$ cat src/rtl/hack_cpu_ctrl_if.sv
// ROM, data-memory and ALU signal bundle between the Hack sequencer (master) and its environment (slave).
interface hack_cpu_ctrl_if #(
  parameter int ADDR_W = 15
);
  logic [ADDR_W-1:0] rom_addr;
  logic [15:0]       rom_data;
  logic              mem_req;
  logic              mem_we;
  logic [ADDR_W-1:0] mem_addr;
  logic [15:0]       mem_wdata;
  logic [15:0]       mem_rdata;
  logic              mem_ack;
  logic [15:0]       alu_x;
  logic [15:0]       alu_y;
  logic              alu_zx;
  logic              alu_nx;
  logic              alu_zy;
  logic              alu_ny;
  logic              alu_f;
  logic              alu_no;
  logic [15:0]       alu_out;
  logic              alu_zr;
  logic              alu_ng;

  modport master (
    output rom_addr,
    input  rom_data,
    output mem_req, mem_we, mem_addr, mem_wdata,
    input  mem_rdata, mem_ack,
    output alu_x, alu_y, alu_zx, alu_nx, alu_zy, alu_ny, alu_f, alu_no,
    input  alu_out, alu_zr, alu_ng
  );

  modport slave (
    input  rom_addr,
    output rom_data,
    input  mem_req, mem_we, mem_addr, mem_wdata,
    output mem_rdata, mem_ack,
    input  alu_x, alu_y, alu_zx, alu_nx, alu_zy, alu_ny, alu_f, alu_no,
    output alu_out, alu_zr, alu_ng
  );
endinterface

$ cat src/rtl/hack_cpu_ctrl.sv
// Multicycle Hack CPU sequencer: fetch/decode, A/D/PC state, ALU control, req/ack data-memory port.
// Optional self-loop halt detector is enabled by defining HACK_CTRL_HALT_DET_EN.
module hack_cpu_ctrl #(
  parameter int                ADDR_W   = 15,
  parameter logic [ADDR_W-1:0] RESET_PC = '0
) (
  input  logic              clk,
  input  logic              reset,
  hack_cpu_ctrl_if.master   bus,
  output logic [ADDR_W-1:0] pc,
  output logic [15:0]       a_reg,
  output logic [15:0]       d_reg,
  output logic              instr_done,
  output logic              halted
);

`ifdef HACK_CTRL_HALT_DET_EN
  typedef enum logic [2:0] {S_FETCH, S_DECODE, S_READ_M, S_EXEC, S_WRITE_M, S_HALT} state_t;
`else
  typedef enum logic [2:0] {S_FETCH, S_DECODE, S_READ_M, S_EXEC, S_WRITE_M} state_t;
`endif

  state_t            state;
  state_t            state_nx;
  logic [15:0]       ir;
  logic [15:0]       m_q;
  logic [15:0]       r_q;
  logic [ADDR_W-1:0] addr_q;
  logic [ADDR_W-1:0] pc_inc;
  logic              zr_q;
  logic              ng_q;
  logic              retire;
  logic              take_jump;
  logic              jmp_exec;
  logic              jmp_wr;
  logic [5:0]        alu_ctl;
  logic              unused_ir;

  assign unused_ir = ^ir[15:13];
  assign pc_inc    = pc + ADDR_W'(1);

  // EXEC resolves on the live ALU flags; WRITE_M resolves later on the flags latched in EXEC.
  assign jmp_exec = (ir[2] & bus.alu_ng) | (ir[1] & bus.alu_zr) | (ir[0] & ~bus.alu_ng & ~bus.alu_zr);
  assign jmp_wr   = (ir[2] & ng_q) | (ir[1] & zr_q) | (ir[0] & ~ng_q & ~zr_q);

  always_comb begin
    state_nx    = state;
    retire      = 1'b0;
    take_jump   = 1'b0;
    alu_ctl     = 6'b0;
    bus.mem_req = 1'b0;
    bus.mem_we  = 1'b0;
    case (state)
      S_FETCH: state_nx = S_DECODE;
      S_DECODE: begin
        if (!bus.rom_data[15])
          retire = 1'b1;
        else if (bus.rom_data[12])
          state_nx = S_READ_M;
        else
          state_nx = S_EXEC;
      end
      S_READ_M: begin
        bus.mem_req = 1'b1;
        if (bus.mem_ack)
          state_nx = S_EXEC;
      end
      S_EXEC: begin
        alu_ctl = ir[11:6];
        if (ir[3]) begin
          state_nx = S_WRITE_M;
        end else begin
          retire    = 1'b1;
          take_jump = jmp_exec;
        end
      end
      S_WRITE_M: begin
        bus.mem_req = 1'b1;
        bus.mem_we  = 1'b1;
        if (bus.mem_ack) begin
          retire    = 1'b1;
          take_jump = jmp_wr;
        end
      end
`ifdef HACK_CTRL_HALT_DET_EN
      S_HALT: state_nx = S_HALT;
`endif
      default: state_nx = S_FETCH;
    endcase
    if (retire) begin
      state_nx = S_FETCH;
`ifdef HACK_CTRL_HALT_DET_EN
      if (take_jump && (addr_q == pc))
        state_nx = S_HALT;
`endif
    end
  end

  always_ff @(posedge clk) begin
    if (reset)
      state <= S_FETCH;
    else
      state <= state_nx;
  end

  always_ff @(posedge clk) begin
    if (reset) begin
      pc         <= RESET_PC;
      a_reg      <= 16'h0;
      d_reg      <= 16'h0;
      ir         <= 16'h0;
      addr_q     <= '0;
      m_q        <= 16'h0;
      r_q        <= 16'h0;
      zr_q       <= 1'b0;
      ng_q       <= 1'b0;
      instr_done <= 1'b0;
    end else begin
      instr_done <= retire;
      if (retire)
        pc <= take_jump ? addr_q : pc_inc;
      case (state)
        S_DECODE: begin
          ir     <= bus.rom_data;
          // addr_q keeps the pre-instruction A so a dest-A write never redirects the access or jump
          addr_q <= a_reg[ADDR_W-1:0];
          if (!bus.rom_data[15])
            a_reg <= {1'b0, bus.rom_data[14:0]};
        end
        S_READ_M: begin
          if (bus.mem_ack)
            m_q <= bus.mem_rdata;
        end
        S_EXEC: begin
          r_q  <= bus.alu_out;
          zr_q <= bus.alu_zr;
          ng_q <= bus.alu_ng;
          if (ir[4])
            d_reg <= bus.alu_out;
          if (ir[5])
            a_reg <= bus.alu_out;
        end
        default: ;
      endcase
    end
  end

  assign bus.rom_addr  = pc;
  assign bus.mem_addr  = addr_q;
  assign bus.mem_wdata = r_q;
  assign bus.alu_x     = d_reg;
  assign bus.alu_y     = ir[12] ? m_q : a_reg;
  assign {bus.alu_zx, bus.alu_nx, bus.alu_zy, bus.alu_ny, bus.alu_f, bus.alu_no} = alu_ctl;

`ifdef HACK_CTRL_HALT_DET_EN
  assign halted = (state == S_HALT);
`else
  assign halted = 1'b0;
`endif

endmodule
$ cat src/flat_wrapper.sv
// flat-port wrapper written by rule: the top's interface ports become plain ports
module hack_cpu_ctrl_flat 
#(
  parameter int                ADDR_W   = 15,
  parameter logic [ADDR_W-1:0] RESET_PC = '0
)
  (clk, reset, pc, a_reg, d_reg, instr_done, halted, bus_rom_addr, bus_rom_data, bus_mem_req, bus_mem_we, bus_mem_addr, bus_mem_wdata, bus_mem_rdata, bus_mem_ack, bus_alu_x, bus_alu_y, bus_alu_zx, bus_alu_nx, bus_alu_zy, bus_alu_ny, bus_alu_f, bus_alu_no, bus_alu_out, bus_alu_zr, bus_alu_ng);
  hack_cpu_ctrl_if #(.ADDR_W(ADDR_W)) bus_i ();
  input  logic clk;
  input  logic reset;
  output logic [ADDR_W-1:0] pc;
  output logic [15:0] a_reg;
  output logic [15:0] d_reg;
  output logic instr_done;
  output logic halted;
  output wire logic [$bits(bus_i.rom_addr)-1:0] bus_rom_addr;
  input wire logic [$bits(bus_i.rom_data)-1:0] bus_rom_data;
  output wire logic [$bits(bus_i.mem_req)-1:0] bus_mem_req;
  output wire logic [$bits(bus_i.mem_we)-1:0] bus_mem_we;
  output wire logic [$bits(bus_i.mem_addr)-1:0] bus_mem_addr;
  output wire logic [$bits(bus_i.mem_wdata)-1:0] bus_mem_wdata;
  input wire logic [$bits(bus_i.mem_rdata)-1:0] bus_mem_rdata;
  input wire logic [$bits(bus_i.mem_ack)-1:0] bus_mem_ack;
  output wire logic [$bits(bus_i.alu_x)-1:0] bus_alu_x;
  output wire logic [$bits(bus_i.alu_y)-1:0] bus_alu_y;
  output wire logic [$bits(bus_i.alu_zx)-1:0] bus_alu_zx;
  output wire logic [$bits(bus_i.alu_nx)-1:0] bus_alu_nx;
  output wire logic [$bits(bus_i.alu_zy)-1:0] bus_alu_zy;
  output wire logic [$bits(bus_i.alu_ny)-1:0] bus_alu_ny;
  output wire logic [$bits(bus_i.alu_f)-1:0] bus_alu_f;
  output wire logic [$bits(bus_i.alu_no)-1:0] bus_alu_no;
  input wire logic [$bits(bus_i.alu_out)-1:0] bus_alu_out;
  input wire logic [$bits(bus_i.alu_zr)-1:0] bus_alu_zr;
  input wire logic [$bits(bus_i.alu_ng)-1:0] bus_alu_ng;
  assign bus_rom_addr = bus_i.rom_addr;
  assign bus_i.rom_data = bus_rom_data;
  assign bus_mem_req = bus_i.mem_req;
  assign bus_mem_we = bus_i.mem_we;
  assign bus_mem_addr = bus_i.mem_addr;
  assign bus_mem_wdata = bus_i.mem_wdata;
  assign bus_i.mem_rdata = bus_mem_rdata;
  assign bus_i.mem_ack = bus_mem_ack;
  assign bus_alu_x = bus_i.alu_x;
  assign bus_alu_y = bus_i.alu_y;
  assign bus_alu_zx = bus_i.alu_zx;
  assign bus_alu_nx = bus_i.alu_nx;
  assign bus_alu_zy = bus_i.alu_zy;
  assign bus_alu_ny = bus_i.alu_ny;
  assign bus_alu_f = bus_i.alu_f;
  assign bus_alu_no = bus_i.alu_no;
  assign bus_i.alu_out = bus_alu_out;
  assign bus_i.alu_zr = bus_alu_zr;
  assign bus_i.alu_ng = bus_alu_ng;
  hack_cpu_ctrl #(.ADDR_W(ADDR_W), .RESET_PC(RESET_PC)) u_core (.clk(clk), .reset(reset), .bus(bus_i), .pc(pc), .a_reg(a_reg), .d_reg(d_reg), .instr_done(instr_done), .halted(halted));
endmodule
$ cat config.mk
export PLATFORM = sky130hd
export DESIGN_NAME = hack_cpu_ctrl_flat
export DESIGN_NICKNAME = d
export VERILOG_FILES = /design/src/rtl/hack_cpu_ctrl_if.sv /design/src/rtl/hack_cpu_ctrl.sv /design/src/flat_wrapper.sv
export SDC_FILE = /design/constraint.sdc
export NUM_CORES = 1
export LEC_CHECK = 0
export ABC_AREA = 1
export BUFFER_PORTS_ARGS = -buffer_cell sky130_fd_sc_hd__buf_2
export CAP_MARGIN = 20
export CORE_UTILIZATION = 46
export CTS_CLUSTER_DIAMETER = 150
export DETAILED_ROUTE_END_ITERATION = 12
export GPL_TIMING_DRIVEN = 0
export MAX_ROUTING_LAYER = met4
export PLACE_DENSITY = 0.82
export SLEW_MARGIN = 20
export SYNTH_ARGS = -nofsm -noshare
export SYNTH_HDL_FRONTEND = slang
export SYNTH_SLANG_ARGS = --single-unit
$ cat constraint.sdc
create_clock -name clk -period 1.5 [get_ports clk]
set_input_delay 0.3 -clock clk [delete_from_list [all_inputs] [get_ports clk]]
set_output_delay 0.3 -clock clk [all_outputs]
set_load 0.01 [all_outputs]
==> out/qor.yml <==
floorplan:
  fp.dieH_um: 107
  dieWidth_um: 107
  coreArea_mm2: 0.0108
  rows: 38
  ios: 188
  dieArea_mm2: 0.0115
  initial_utilization_pct: 47.1
global_route:
  grt_antenna_before_repair: 0
  grt-ovfl-total: 0
  grt_pass1_vias: 5115
  grt_max_degree: 17
  track_usage_pct: 29.5
  grt_pass1_wl_um: 25200
place:
  io_buffers: 186
  dpl.hpwl_um: 11800
  preCtsSetupSlack_ns: -0.341
  finalWeightedCongestion: 0.908
  postPlaceCellArea_mm2: 0.00621
cells_and_area:
  mostFrequentLayoutCells: "187 x nand2_1, 177 x buf_2, 90 x dfxtp_1, 65 x a21oi_1, 56 x buf_4"
  final_common_cell: "nand2_1"
  stdcell_area_mm2: 0.00750
  fin_util_pct: 69.2
  num_antenna_cells: 0
  drive_gt1_share_pct: 40.0
  area_delta_synth_final_pct: 46.8
  nNetsFinal: 1013
synth:
  synth_top_area_share_pct: 44.3
  yosysWarnings: 0
  synth.area.top_cells: "dfxtp_1 44%, nand2_1 16%, a21oi_1 6.6%, buf_4 5.7%, o21ai_0 5.5%"
  synth_cell_type_count: 27
  netlist_instances: 725
  syn-num-nets: 779
  postSynthAreaPerCell_um2: 7.04
  ys_seq_area_share_pct: 44.3
  netlist_area_mm2: 0.00511
  ys_seq_elements: 113
  yosysTopAreaCell: "dfxtp_1"
clocking:
  numCtsBuffers: 17
  cts_num_sinks: 113
  cts_hold_buf: 0
  htree_levels: 4
  clk_latency_ns: 0.52
  cts_tree: "built"
  cts_root_buf: "clkbuf_8"
  clk_pin_slew_ns: 0.06
  clockBufferDepth: 2
timing:
  final_hold_viol_count: 0
  rsz0062_at_grt: "true"
  timing.fmax_mhz: 539
  relSlewSlack_pct: 63.3
  fin_skew_ns: 0.00852
  fin_crit_sh_pct: 124
  timing.final.max_slew_violations: 0
  hold_slack_ns: 0.0304
  worst_pin_slew_ns: 0.551
  period_needed_ns: 1.86
  finalSetupViolations: 41
  worst_slack_ns: -0.356
route:
  dr.max_layer_used: "met4"
  wl_met1_um: 6890
  wirelength_um: 17800
  wl_met3_um: 1590
  drt_iter0_markers: 498
  drc: 0
  via_per_inst: 5.31
  vias: 5895
  dr.pass1.iters: 7
  drtAntennaViolNets: 0
  wl_met2_um: 8610
  wl_per_cell_um: 16.0
power:
  powerDensity_mw_per_mm2: 1660
  p_leak_nw: 3.68
  worst_ir_drop_vdd_v: 0.000873
outcome:
  status: "finished with violations"
  violations: "setup timing"
critical_path:
  path_max_fanout: 5
  required_ns: 1.20
  endpoint_kind: "output pin"
  startpoint_type: "flip-flop"
  path_class: "reg2out"
  arrival_ns: 1.56
run:
  cap_viol_max_count: 0
min_path:
  hold_class: "in2reg"
## worst max-delay path, stage by stage, from the launching register on
cell and delay, ns:
dfxtp_2 0.36, nand2_4 0.07, nor2_4 0.15, inv_4 0.07
buf_12 0.15, nor2_4 0.12, buf_6 0.12
## layer usage
| metal | vias to the layer above | track usage [%] |
|---|---|---|
| li1 | 2784 | - |
| met3 | 59 | 6.72 |
| met4 | 0 | 12.0 |
| met1 | 2666 | 33.3 |
| met2 | 386 | 50.4 |
| met5 | - | - |
## final timing paths
check                                             start                                     to  slack, ns  cells after the start
setup / recovery           u_core.state[0]$_SDFFE_PP0P_                             bus_alu_no      -0.36                      6
setup reg to reg           u_core.state[1]$_SDFFE_PP0P_   u_core.bus.rom_addr[12]$_SDFFE_PP0P_      -0.07                     10
hold reg to reg   u_core.bus.mem_wdata[14]$_SDFFE_PP0P_  u_core.bus.mem_wdata[14]$_SDFFE_PP0P_       0.46                      2
hold / removal                        bus_mem_rdata[14]            u_core.m_q[14]$_SDFFE_PP0P_       0.03                      3
## final cells by class
class	count	area, um2
fill	878	3340
multi-input combinational	493	2420
sequential	113	2300
timing repair buffer	217	1290
buffer	68	531
clock buffer	17	414
inverter	49	203
tap	140	175
clock inverter	14	155
## cell usage after synthesis
cell type / number
buf_2: 8
ha_1: 1
inv_2: 2
xor2_1: 3
nand4_1: 5
o21ai_0: 56
o21ai_1: 4
clkbuf_1: 21
buf_4: 39
nor2_1: 58
buf_6: 2
xnor2_1: 3
a21oi_1: 67
nand3_1: 49
nand2_2: 7
nand2_4: 1
inv_1: 46
dfxtp_1: 113
conb_1: 1
nand3_2: 2
nand3b_1: 3
clkinv_1: 1
nor2_4: 2
nor3_1: 1
nor2_2: 1
nand2_1: 214
a31oi_1: 15
## stage by stage
stage                     setup TNS [ns]  std cells  power, mW
after floorplan                        0        725       6.00
final                              -5.09       1111       12.4
after CTS                          -4.81       1093       11.6
after global placement             -6.93       1051       7.21
after detailed placement           -7.88       1051       7.28
after global routing               -8.10       1111       13.0
## timing repair
action,CTS,global route
pin swaps,4,8
setup buffers,11,14
resized for setup,71,85
hold endpoints to repair,0,0
endpoints found under the setup margin,76,103
gates cloned,2,4
## power breakdown
group / switching [mW] / internal, mW / total [mW]
Sequential: 0.592 / 3.65 / 4.24
Combinational: 2.49 / 1.82 / 4.31
Clock: 1.52 / 2.37 / 3.89
## kinds of logic (layout without fill, tap and decap cells)
kind of cell             Yosys count  in the layout  synth area share, %
AO/OA/AOI/OAI                    142            142                 14.3
XOR/XNOR                           6              6                 1.03
adder cells (fa/ha/maj)            1              1                0.245
buffers and inverters            119            365                 12.1
flip-flops                       113            113                 44.3
other                              1              1               0.0734
AND/OR/NAND/NOR                  343            343                 28.0
No activity file was read; power rests on OpenSTA's default activity.
